[src/rtl/board_io_pkg.sv]
// ----------------------------------------------------------------------------
// board_io_pkg
// Shared constants, types and helpers for the board I/O adapter.
//   COLOR_IN_W_DEF / COLOR_OUT_W_DEF : default colour widths (design / DAC)
//   DEBOUNCE_CYCLES_DEF               : default debounce length
//   db_cnt_def_t                      : debounce counter sized for the default
//   expand_color()                    : colour code to DAC value expansion
// ----------------------------------------------------------------------------
package board_io_pkg;

   localparam int COLOR_IN_W_DEF      = 2;
   localparam int COLOR_OUT_W_DEF     = 4;
   localparam int DEBOUNCE_CYCLES_DEF = 250000;

   typedef logic [$clog2(DEBOUNCE_CYCLES_DEF+1)-1:0] db_cnt_def_t;

   // Black stays black and full scale stays full scale; every other code is
   // left-aligned into the wider DAC word with zero fill. Widths up to 32.
   function automatic logic [31:0] expand_color(input logic [31:0] code,
                                                input int inW,
                                                input int outW);
      logic [31:0] inOnes;
      logic [31:0] outOnes;
      inOnes  = ~(32'hFFFF_FFFF << inW);
      outOnes = ~(32'hFFFF_FFFF << outW);
      if (code == 32'd0) begin
         expand_color = 32'd0;
      end else if (code == inOnes) begin
         expand_color = outOnes;
      end else begin
         expand_color = code << (outW - inW);
      end
   endfunction

endpackage

[src/rtl/board_io_adapter_btn_debounce.sv]
// ----------------------------------------------------------------------------
// btn_debounce
// One button channel: 2-flop synchroniser, debouncer, press/release pulses
// and, when BOARD_IO_AUTOREPEAT_EN is defined, auto-repeat press pulses.
//   clock, reset    : system clock, asynchronous active-high reset
//   btn_raw         : raw asynchronous button input
//   btn_level       : debounced level
//   btn_press       : one-cycle pulse on debounced rise (and on repeats)
//   btn_release     : one-cycle pulse on debounced fall
// ----------------------------------------------------------------------------
module btn_debounce #(
   parameter int DEBOUNCE_CYCLES = 250000,
   parameter int REPEAT_DELAY    = 50000000,
   parameter int REPEAT_PERIOD   = 10000000
) (
   input  logic clock,
   input  logic reset,
   input  logic btn_raw,
   output logic btn_level,
   output logic btn_press,
   output logic btn_release
);

   localparam int CNT_W = $clog2(DEBOUNCE_CYCLES+1);

   logic             r_s1;
   logic             r_s2;
   logic             r_level;
   logic             r_press;
   logic             r_release;
   logic [CNT_W-1:0] r_cnt;
   logic             w_differ;
   logic             w_toggle;
   logic             w_repeat;

   assign w_differ = (r_s2 != r_level);
   assign w_toggle = w_differ && (r_cnt == CNT_W'(DEBOUNCE_CYCLES-1));

`ifdef BOARD_IO_AUTOREPEAT_EN
   localparam int RPT_MAX = (REPEAT_DELAY > REPEAT_PERIOD) ? REPEAT_DELAY : REPEAT_PERIOD;
   localparam int RPT_W   = $clog2(RPT_MAX+1);

   logic [RPT_W-1:0] r_rptCnt;
   logic             r_rptPeriodic;
   logic [RPT_W-1:0] w_rptTarget;

   // The first repeat waits the long delay, later ones the shorter period.
   // A debounced edge on the same cycle wins, so press and release never
   // coincide and no stray press follows the release.
   assign w_rptTarget = r_rptPeriodic ? RPT_W'(REPEAT_PERIOD-1) : RPT_W'(REPEAT_DELAY-1);
   assign w_repeat    = r_level && !w_toggle && (r_rptCnt == w_rptTarget);

   // Repeat timer is held clear while released and restarts on each press.
   always_ff @(posedge clock or posedge reset) begin
      if (reset) begin
         r_rptCnt      <= '0;
         r_rptPeriodic <= 1'b0;
      end else if (!r_level || w_toggle) begin
         r_rptCnt      <= '0;
         r_rptPeriodic <= 1'b0;
      end else if (w_repeat) begin
         r_rptCnt      <= '0;
         r_rptPeriodic <= 1'b1;
      end else begin
         r_rptCnt      <= r_rptCnt + 1'b1;
      end
   end
`else
   assign w_repeat = 1'b0;
`endif

   // Synchronise, then require DEBOUNCE_CYCLES consecutive disagreeing
   // samples before the level flips; any agreement restarts the count.
   always_ff @(posedge clock or posedge reset) begin
      if (reset) begin
         r_s1      <= 1'b0;
         r_s2      <= 1'b0;
         r_level   <= 1'b0;
         r_cnt     <= '0;
         r_press   <= 1'b0;
         r_release <= 1'b0;
      end else begin
         r_s1      <= btn_raw;
         r_s2      <= r_s1;
         r_press   <= (w_toggle && !r_level) || w_repeat;
         r_release <= w_toggle && r_level;
         if (!w_differ || w_toggle) begin
            r_cnt <= '0;
         end else begin
            r_cnt <= r_cnt + 1'b1;
         end
         if (w_toggle) begin
            r_level <= !r_level;
         end
      end
   end

   assign btn_level   = r_level;
   assign btn_press   = r_press;
   assign btn_release = r_release;

endmodule

[src/rtl/board_io_adapter.sv]
// ----------------------------------------------------------------------------
// board_io_adapter
// Adapter between physical board I/O and a tt_um_* user design.
//   clock, reset           : system clock, asynchronous active-high reset
//   btn_raw                : raw buttons -> btn_level/btn_press/btn_release
//   rst_n_out              : synchronised active-low reset for the design
//   red/green/blue_in      : design colour codes -> expanded, registered *_out
//   hsync_in/vsync_in      : design syncs -> registered hsync_out/vsync_out
//   led_in                 : design LEDs -> registered led_out
// Build option: define BOARD_IO_AUTOREPEAT_EN to add held-button auto-repeat.
// ----------------------------------------------------------------------------
module board_io_adapter
   import board_io_pkg::*;
#(
   parameter int   NUM_BTN         = 4,
   parameter int   DEBOUNCE_CYCLES = 250000,
   parameter int   COLOR_IN_W      = COLOR_IN_W_DEF,
   parameter int   COLOR_OUT_W     = COLOR_OUT_W_DEF,
   parameter logic SYNC_IDLE       = 1'b1,
   parameter int   REPEAT_DELAY    = 50000000,
   parameter int   REPEAT_PERIOD   = 10000000
) (
   input  logic                   clock,
   input  logic                   reset,
   input  logic [NUM_BTN-1:0]     btn_raw,
   output logic [NUM_BTN-1:0]     btn_level,
   output logic [NUM_BTN-1:0]     btn_press,
   output logic [NUM_BTN-1:0]     btn_release,
   output logic                   rst_n_out,
   input  logic [COLOR_IN_W-1:0]  red_in,
   input  logic [COLOR_IN_W-1:0]  green_in,
   input  logic [COLOR_IN_W-1:0]  blue_in,
   input  logic                   hsync_in,
   input  logic                   vsync_in,
   output logic [COLOR_OUT_W-1:0] red_out,
   output logic [COLOR_OUT_W-1:0] green_out,
   output logic [COLOR_OUT_W-1:0] blue_out,
   output logic                   hsync_out,
   output logic                   vsync_out,
   input  logic [7:0]             led_in,
   output logic [7:0]             led_out
);

   logic [1:0] r_rstSync;

   for (genvar g = 0; g < NUM_BTN; g++) begin : g_btn
      btn_debounce #(
         .DEBOUNCE_CYCLES (DEBOUNCE_CYCLES),
         .REPEAT_DELAY    (REPEAT_DELAY),
         .REPEAT_PERIOD   (REPEAT_PERIOD)
      ) u_btn (
         .clock       (clock),
         .reset       (reset),
         .btn_raw     (btn_raw[g]),
         .btn_level   (btn_level[g]),
         .btn_press   (btn_press[g]),
         .btn_release (btn_release[g])
      );
   end

   // Assert immediately with reset, release two clean edges after it drops.
   always_ff @(posedge clock or posedge reset) begin
      if (reset) begin
         r_rstSync <= 2'b00;
      end else begin
         r_rstSync <= {r_rstSync[0], 1'b1};
      end
   end

   assign rst_n_out = r_rstSync[1];

   // Single register stage for colour, sync and LEDs keeps them aligned.
   always_ff @(posedge clock or posedge reset) begin
      if (reset) begin
         red_out   <= '0;
         green_out <= '0;
         blue_out  <= '0;
         hsync_out <= SYNC_IDLE;
         vsync_out <= SYNC_IDLE;
         led_out   <= '0;
      end else begin
         red_out   <= COLOR_OUT_W'(expand_color(32'(red_in),   COLOR_IN_W, COLOR_OUT_W));
         green_out <= COLOR_OUT_W'(expand_color(32'(green_in), COLOR_IN_W, COLOR_OUT_W));
         blue_out  <= COLOR_OUT_W'(expand_color(32'(blue_in),  COLOR_IN_W, COLOR_OUT_W));
         hsync_out <= hsync_in;
         vsync_out <= vsync_in;
         led_out   <= led_in;
      end
   end

endmodule

[config.mk]
export PLATFORM = sky130hd
export DESIGN_NAME = board_io_adapter
export DESIGN_NICKNAME = d
export VERILOG_FILES = /design/src/rtl/board_io_pkg.sv /design/src/rtl/board_io_adapter_btn_debounce.sv /design/src/rtl/board_io_adapter.sv
export SDC_FILE = /design/constraint.sdc
export NUM_CORES = 1
export LEC_CHECK = 0
export CAP_MARGIN = 10
export CORE_MARGIN = 1
export CORE_UTILIZATION = 30
export CTS_CLUSTER_SIZE = 8
export DETAILED_ROUTE_END_ITERATION = 8
export HOLD_SLACK_MARGIN = 0.03
export PLACE_DENSITY = 0.53
export SLEW_MARGIN = 40
export SYNTH_ARGS = -nofsm -noshare
export SYNTH_HDL_FRONTEND = slang
export SYNTH_HIERARCHICAL = 1
export SYNTH_SLANG_ARGS = --single-unit
[constraint.sdc]
create_clock -name clock -period 1.65 [get_ports clock]
set_clock_uncertainty 0.15 [all_clocks]
set_input_delay 0.4125 -clock clock [delete_from_list [all_inputs] [get_ports clock]]
set_output_delay 0.4125 -clock clock [all_outputs]
set_load 0.02 [all_outputs]
==> metrics, run 1 <==
status finished with violations; failing checks negative setup slack; post-route insts no fill 806; Critical Path AT 1.88 ns; # DRC 0; critical path startpoint category register; drt via density 4.58; First-pass DRT Iterations 4; Synth Net Count 461; CP Data Required Time 1.80 ns; # port buffers 56; leak pwr 3.22 nW; CTS tree built; RSZ-0062 raised after global routing yes; Max Cap Viol 0; die width 131 um; Routability Congestion 0.821; Yosys reg bits 113; final worst path period share 1.05; layout cells sized above 1 0.375; Crit Path Max Fanout 4; CTS root buf clkbuf_16; peak supply drop 700 uV; Hold Vio Cnt, Final 0; post-synthesis sequential area ratio 0.565; Hold Path Class reg2reg; Yosys cell types 28; post-route setup TNS -0.0974 ns; first-pass GRT wire length 18,600 um; critical path endpoint category register; sequential cell area 2840 um2; Post-DRT Antenna Nets 0; Syn Area/Cell 11.5 um2; largest net degree at the start of global routing 24; Mapped Cells 435; detailed placer's ending HPWL 7400 um; ANT cells 0; Worst-Skew Late Latency 0.42 ns; Initial Utilization 0.311; Max Clock Freq 579 MHz; Sink Count 113; total track usage 0.137; vias after detailed routing 3,695; Tmin final 1.73 ns; Multi-input gate area 2270 um2; die area 17,200 um2; vias in the first global route 3,798; Area growth syn-to-layout 43.9%; Filler Cell Count 1,515; per-cell routed wire length 13.7 um; count of pins over their slew limit 0; Area contributors post-synth dfrtp_1, xnor2_1, nor2_1, nand3_1, nor4_1; die height 131 um; core area 16,100 um2; Yosys top cell by area dfrtp_1; clk slew on worst S/H paths 0.05 ns; FP Rows 46; H-Tree Depth 4; GRT Residual Overflow 0; Yosys warning total 6; mapped cell area 5010 um2; CTS max path bufs 2; number of setup violations in the final report 4; Routed Wire Length 11,000 um; initial antenna violation count 0; iteration-0 DRC count of the detailed router 151; DP Cell Count 758; Final WS setup -0.0777 ns; Num CTS Buffers 17; Power Dens Cells 969 nW/um2; crit path kind reg2reg; IO Pins 57; post-synth top area share 0.554; NumNets Final 603
## synthesized netlist by cell type (all sizes together)
master,number
dfrtp,111
nor2,72
xnor2,52
nand3,32
nor4,24
nand4,20
inv,17
nor3,16
nand2,12
xor2,12
and3,8
and4bb,8
nor3b,8
buf,7
clkbuf,6
a21oi,4
a31o,4
ha,4
mux2,4
nand4b,4
o21ai,4
and2,3
dfstp,2
conb,1
## layer usage
layer	up-vias	GRT usage	share of wire
met4	0	0.0672	0.016
li1	1791	-	-
met5	-	0	0
met1	1823	0.169	0.45
met2	68	0.217	0.50
met3	13	0.0436	0.037
## metrics by stage
stage	util	hold slack, ns	worst slack (ns)	power [mW]	area, um2
floorplan	-	0.181	0.0205	3.08	5010
global placement	0.391	0.184	-0.0220	3.29	6300
detailed placement	0.391	0.187	-0.0453	3.29	6300
CTS	0.433	0.200	-0.0263	7.08	6980
global route	0.448	0.213	-0.116	7.30	7210
finish	0.448	0.197	-0.0777	6.99	7210
## placed cells by master, fill, tap and decap left out, types with 4 or more instances in the layout
| master | netlist | final |
|---|---|---|
| a31o_2 | 4 | 4 |
| and3_1 | 4 | 4 |
| and4bb_2 | 8 | 8 |
| buf_12 | 0 | 5 |
| buf_2 | 0 | 4 |
| buf_4 | 3 | 67 |
| buf_6 | 4 | 10 |
| clkbuf_16 | 0 | 17 |
| clkbuf_2 | 0 | 17 |
| clkdlybuf4s15_1 | 0 | 5 |
| clkdlybuf4s15_2 | 0 | 7 |
| clkdlybuf4s50_1 | 0 | 21 |
| clkinvlp_4 | 0 | 7 |
| dfrtp_1 | 111 | 104 |
| dfrtp_2 | 0 | 7 |
| inv_1 | 17 | 17 |
| mux2_2 | 4 | 4 |
| nand2_1 | 12 | 12 |
| nand3_1 | 32 | 28 |
| nand3_2 | 0 | 4 |
| nand4_1 | 16 | 16 |
| nand4_4 | 4 | 4 |
| nand4b_4 | 4 | 4 |
| nor2_1 | 72 | 69 |
| nor3_1 | 16 | 9 |
| nor3_4 | 0 | 4 |
| nor3b_1 | 8 | 6 |
| nor4_1 | 20 | 8 |
| nor4_2 | 0 | 11 |
| nor4_4 | 4 | 5 |
| o21ai_2 | 4 | 4 |
| xnor2_1 | 52 | 51 |
| xor2_1 | 12 | 12 |
## path summary, 6_finish.rpt
kind,start,endpoint,slack (ns),cells past startpoint
hold / removal,g_btn[0].u_btn/r_s1,g_btn[0].u_btn/r_s2,0.20,0
setup / recovery,g_btn[0].u_btn/r_cnt[9],g_btn[0].u_btn/btn_level,-0.08,4
max in group asynchronous,reset,hsync_out,0.67,3
hold reg to reg,g_btn[0].u_btn/r_s1,g_btn[0].u_btn/r_s2,0.20,0
setup reg to reg,g_btn[0].u_btn/r_cnt[9],g_btn[0].u_btn/btn_level,-0.08,4
min in group asynchronous,reset,red_out[2],0.24,2
## critical path: stages, from the launching register on
cell	delay, ns
dfrtp_1	0.42
nor4_2	0.34
nand3_1	0.19
nand4b_4	0.23
mux2_2	0.29
## power breakdown
part           switching (mW)  internal [mW]  leakage (nW)
logic                   0.184          0.178          1.45
registers              0.0376           2.84          1.49
clock network            1.30           2.45         0.277
total                    1.53           5.46          3.22
## flip-flops by register name (all words and copies together), names as in the netlist
name	flops
led_out	8
g_btn.u_btn/btn_release	4
g_btn.u_btn/btn_level	4
g_btn.u_btn/r_s1	4
g_btn.u_btn/r_s2	4
green_out	3
blue_out	3
hsync_out	1
r_rstSync	2
g_btn.u_btn/btn_press	4
vsync_out	1
red_out	3
g_btn.u_btn/r_cnt	72
## cells by family after synthesis
family / synth area share
xor+xnor: 0.112
buf+inv: 0.0307
other cells: 0.000748
fa+ha+maj: 0.00998
mux: 0.00898
compound gates: 0.0180
simple gates: 0.255
flops: 0.565
## timing repair
item                       CTS  global route
pin swaps                    6            33
gates resized for setup     94            77
setup endpoints to repair   46            94
hold buffers                 0             0
setup buffers                3            14
## area by class of cell
class                           count  share of cell area
Clock inverter                     12              0.0217
Clock buffer                       20              0.0633
Multi-Input combinational cell    292               0.314
Tap cell                          216              0.0375
Sequential cell                   113               0.394
Inverter                           17             0.00885
Timing Repair Buffer              136               0.161
(Power assumes the default switching activity.)
==> run 2, diff against run 1 <==
Settings changed: GPL_ROUTABILITY_DRIVEN set to 0.
==> results of run 2 <==
Final layout, timing and power as in run 1 (identical DEF).
==> run 3, diff against run 2 <==
Settings changed: CORE_MARGIN 1 to 2, HOLD_SLACK_MARGIN 0.03 to not set, PLACE_DENSITY 0.53 to not set, PLACE_DENSITY_LB_ADDON set to 0.05.
==> run 3 against run 2 <==
Against the previous run:
- the flow still finishes with violations (negative setup slack)
- critical path depth up 2
- clock power rose by 5.6%
- die area rose by 3.1%
- sequential share of layout area is 3.1 points lower
- global-route usage fell by 0.20 points
- setup slack better by 0.035 ns
- maximum frequency increased by 2.0%
- utilization grew 2.7 points
- via count rose by 3.1%
- critical endpoint unchanged
==> metrics, run 3 (synthesis results as in run 1) <==
# DRC 0; delay-heaviest family, CP flip-flops; First-pass DRT Iterations 4; # port buffers 56; biggest regs g_btn.u_btn/r_cnt x72, led_out x8; FP Rows 47; Multi-input gate area 2610 um2; Initial Utilization 0.304; layout cells sized above 1 0.483; failing checks negative setup slack; Area growth syn-to-layout 56.0%; count of pins over their slew limit 0; ANT cells 0; sequential power share 0.396; vias in the first global route 3,763; Max Cap Viol 0; status finished with violations; CTS tree built; Num CTS Buffers 17; P_int 5.63 mW; R2R Setup Slk -0.04 ns; Hold-fix buffers, CTS 0; crit-path max cell delay 0.35 ns; largest net degree at the start of global routing 24; number of setup violations in the final report 18; commonest non-fill, non-tap cell in the layout dfrtp_1; cells on worst reg2reg path 6; NumNets Final 622; RSZ-0062 raised after global routing yes; clock power share 0.546; CP Data Required Time 1.80 ns; DP Cell Count 767; vias after detailed routing 3,809; crit path kind reg2reg; Hold Vio Cnt, Final 0; Critical Path AT 1.84 ns; Hold Slack 0.196 ns; CTS max path bufs 2; Hold Path Class reg2reg; Crit Path Max Fanout 4; Worst Hold Launch g_btn[1].u_btn/r_s1; slowest CP cell dfrtp_1; Power Dens Cells 928 nW/um2; iteration-0 DRC count of the detailed router 167; IO Pins 57; die area 17,800 um2; r2r startpoint g_btn[0].u_btn/r_cnt[1]; core area 16,500 um2; clk slew on worst S/H paths 0.06 ns; Max Clock Freq 591 MHz; total track usage 0.135; first-pass GRT wire length 19,000 um; Final WS setup -0.0431 ns; Tmin final 1.69 ns; detailed placer's ending HPWL 7390 um; die width 133 um; Filler Cell Count 1,519; critical-path cell list ha_2 > buf_6 > and3_4 > buf_6 > nand4b_4 > mux2_4; H-Tree Depth 4; switch share 0.225; Routed Wire Length 11,800 um; leak pwr 3.43 nW; worst path buffer plus inverter count 2; per-cell routed wire length 14.2 um; Largest register FFs 72; worst hold endpoint g_btn[1].u_btn/r_s2; most frequent cells in the layout dfrtp_1, buf_4, xnor2_1; most used cell along the critical path buf_6; r2r endpoint g_btn[0].u_btn/btn_level; Worst-Skew Late Latency 0.41 ns; Sink Count 113; Post-DRT Antenna Nets 0; critical path startpoint category register; WHS Path Cells 0; peak supply drop 728 uV; initial antenna violation count 0; critical path endpoint category register; drt via density 4.59; final worst path period share 1.03; GRT Residual Overflow 0; CTS root buf clkbuf_16; sequential cell area 2840 um2; Total Power Consumption 7.26 mW; post-route insts no fill 829; post-route setup TNS -0.301 ns; Comb power frac 0.059; Net Sw Power 1.63 mW; Biggest register g_btn.u_btn/r_cnt; die height 133 um
run 3: cell types whose count changed in the layout (fill, tap and decap cells not counted), moves of 4 or more:
cell / before / now
buf_4: 67 / 73
clkdlybuf4s15_2: 7 / 14
nor2_2: 1 / 18
clkbuf_2: 17 / 10
clkdlybuf4s15_1: 5 / 0
clkinvlp_4: 7 / 3
nand3_1: 28 / 24
buf_6: 10 / 20
nor2_4: 2 / 18
nor2_1: 69 / 36
buf_2: 4 / 9
run 3: timing repair:
item,in CTS,in global routing
buffers inserted,3,26
pin swaps,10,68
setup endpoints to repair,85,97
cloned,0,3
endpoints found under the hold margin,0,0
gates resized for setup,114,165
run 3: how the worst max path moves through the flow:
stage                       startpoint                  endpoint  slack, ns  depth (start not counted)
4_1_cts        g_btn[3].u_btn/r_cnt[5]  g_btn[3].u_btn/btn_level      -0.04                          5
3_3_place_gp   g_btn[1].u_btn/r_cnt[8]  g_btn[1].u_btn/btn_level      -0.08                          4
2_1_floorplan  g_btn[0].u_btn/r_cnt[0]  g_btn[0].u_btn/r_cnt[12]       0.02                          6
5_1_grt        g_btn[3].u_btn/r_cnt[0]   g_btn[3].u_btn/r_cnt[8]      -0.13                          7
3_5_place_dp   g_btn[3].u_btn/r_cnt[8]  g_btn[3].u_btn/btn_level      -0.10                          5
6_report       g_btn[0].u_btn/r_cnt[1]  g_btn[0].u_btn/btn_level      -0.04                          6
run 3: power groups by stage:
stage                     clock (mW)  sequential, mW  combinational (mW)
after floorplan                    0            2.95               0.126
after global placement             0            2.91               0.385
after detailed placement           0            2.91               0.383
after CTS                       4.08            2.87               0.375
after global routing            4.23            2.88               0.468
final                           3.96            2.87               0.425
run 3: per-stage QoR:
stage                     setup WS, ns  cell area (um2)   util
final                          -0.0431             7820  0.475
after global routing            -0.129             7820  0.475
after CTS                      -0.0437             7080  0.430
after detailed placement        -0.105             6340  0.385
after global placement         -0.0844             6340  0.385
after floorplan                 0.0205             5010      -
run 3: cell type report:
cell class                 count  share of cell area
timing repair buffer         155               0.178
clock buffer                  18              0.0561
multi-input combinational    292               0.334
sequential                   113               0.363
inverter                      17             0.00816
clock inverter                14              0.0256
tap                          220              0.0352
run 3: layer usage:
layer | vias up | track usage | share of wire
met4 | 0 | 0.0514 | 0.015
met5 | - | 0 | 0
li1 | 1832 | - | -
met1 | 1919 | 0.175 | 0.44
met2 | 46 | 0.208 | 0.51
met3 | 12 | 0.0495 | 0.032
==> patch: new RTL, flow settings as in run 1 <==
Build with the macro `BOARD_IO_AUTOREPEAT_EN` defined.
--- a/src/rtl/board_io_adapter_btn_debounce.sv
+++ b/src/rtl/board_io_adapter_btn_debounce.sv
@@ -8,6 +8,8 @@
 //   btn_press       : one-cycle pulse on debounced rise (and on repeats)
 //   btn_release     : one-cycle pulse on debounced fall
 // ----------------------------------------------------------------------------
+`define BOARD_IO_AUTOREPEAT_EN
+
 module btn_debounce #(
    parameter int DEBOUNCE_CYCLES = 250000,
    parameter int REPEAT_DELAY    = 50000000,
Check against the original RTL: same outputs for any inputs over 10 cycles, from zero or initial values and one cycle with reset high; that may be too few to reach the edited logic, so the function may still have changed.
==> patch against run 1 <==
The flow still finishes with violations (setup timing). Area after synthesis grew 100%. Wire length is 110% higher. First-iteration DRC count grew 66%. Die area up 100%. Final area grew 110%. Sequential cell count rose by 108. Maximum frequency down 17%. Worst setup slack got worse by 0.36 ns. Via count up 110%. Power increased by 69%. Critical endpoint is now g_btn[0].u_btn/r_rptCnt[2]. Highest routed layer unchanged.
==> patch: results (changes against run 1) <==
** Status
- Failing checks: setup timing (unchanged).
- Run status: complete, but fails checks (unchanged).

** Clock network
- The clock latency reported for the late side of the worst-skew pair was 0.56 ns (was 0.42 ns).
- Clock Tree Buf Depth :: 3 (was 2)

** Finish
- The count of fill cells added during filler insertion is 3,131 (was 1,515).

** Synth
- Post-synthesis sequential area ratio :: 53.9% (was 56.5%)
- The total nets after synthesis is 1,021 (was 461).
- The mean instance size in the synthesized netlist was 10.4 um2 (was 11.5 um2).
- The share of the synthesized netlist area taken by xor and xnor gates was 14.0% (was 11.2%).

** Power and ir drop
- The clock share of power was 48.3% (was 53.7%).
- Highest ir drop seen on vdd :: 0.000828 V (was 0.000700 V)

** Worst setup path
- The start of the worst register-to-register path is g_btn[0].u_btn/r_rptCnt[7] (was g_btn[0].u_btn/r_cnt[9]).
- Worst reg-to-reg path cell count :: 6 (was 4)
- Critical Path Fanout Max :: 6 (was 4)

** GRT
- The met3 global-route usage is 2.61% (was 4.36%).
- Number of global-route vias before repair :: 8,037 (was 3,798)
- Global routing met2 resource utilization :: 21.0% (was 21.7%)

** Timing
- The summed negative setup slack over all endpoints was -69.04 ns (was -0.0974 ns).
- Crit path setup slack, layout :: -0.435 ns (was -0.0777 ns)
- The setup-violating endpoint count in the final report is 201 (was 4).
- Post-route worst hold slack :: 0.119 ns (was 0.197 ns)

** Route
- The number of vias per cell was 4.55 (was 4.58).

** Min path
- Class of the tightest hold or removal check :: input port to flop (was flop to flop)
- The startpoint of the lowest-slack hold path is vsync_in (was g_btn[0].u_btn/r_s1).

** Place
- The post-placement setup slack came to -0.416 ns (was -0.0453 ns).
==> patch: changes by cell type after synthesis, moves of 16 or more <==
cell                       delta
sky130_fd_sc_hd__nor2_1     +120
sky130_fd_sc_hd__dfrtp_1    +108
sky130_fd_sc_hd__xor2_1      +92
sky130_fd_sc_hd__and3_1      +44
sky130_fd_sc_hd__nand2_1     +44
sky130_fd_sc_hd__nand3_1     +32
sky130_fd_sc_hd__and4_1      +28
sky130_fd_sc_hd__clkbuf_1    +16
sky130_fd_sc_hd__nand4_1     +16
==> patch: layout make-up <==
cell class	instances	area, um2	area share (%)
multi-input cells	696	5220	34.6
clock buffers	48	840	5.57
repair buffers	286	2790	18.5
flip-flops and latches	221	5530	36.7
well taps	448	561	3.72
inverters	29	124	0.821
clock inverters	1	20.0	0.133
==> patch: how the worst max path moves through the flow <==
| stage | startpoint | endpoint | slack [ns] | depth (start not counted) |
|---|---|---|---|---|
| after floorplan | g_btn[0].u_btn/r_rptCnt[7] | g_btn[0].u_btn/r_rptCnt[0] | -0.28 | 7 |
| final | g_btn[0].u_btn/r_rptCnt[7] | g_btn[0].u_btn/r_rptCnt[2] | -0.44 | 6 |
| after CTS | g_btn[3].u_btn/r_rptCnt[7] | g_btn[3].u_btn/r_rptCnt[5] | -0.41 | 6 |
| after global routing | g_btn[0].u_btn/r_rptCnt[7] | g_btn[0].u_btn/r_rptCnt[2] | -0.49 | 6 |
| after global placement | g_btn[3].u_btn/r_rptCnt[7] | g_btn[3].u_btn/r_rptCnt[2] | -0.37 | 6 |
| after detailed placement | g_btn[3].u_btn/r_cnt[4] | g_btn[3].u_btn/btn_press | -0.42 | 5 |
==> patch: timing repair <==
action	CTS	global route
setup endpoints to repair	227	224
setup buffers	11	10
pin swaps	16	79
gates cloned	6	12
resized for setup	246	248
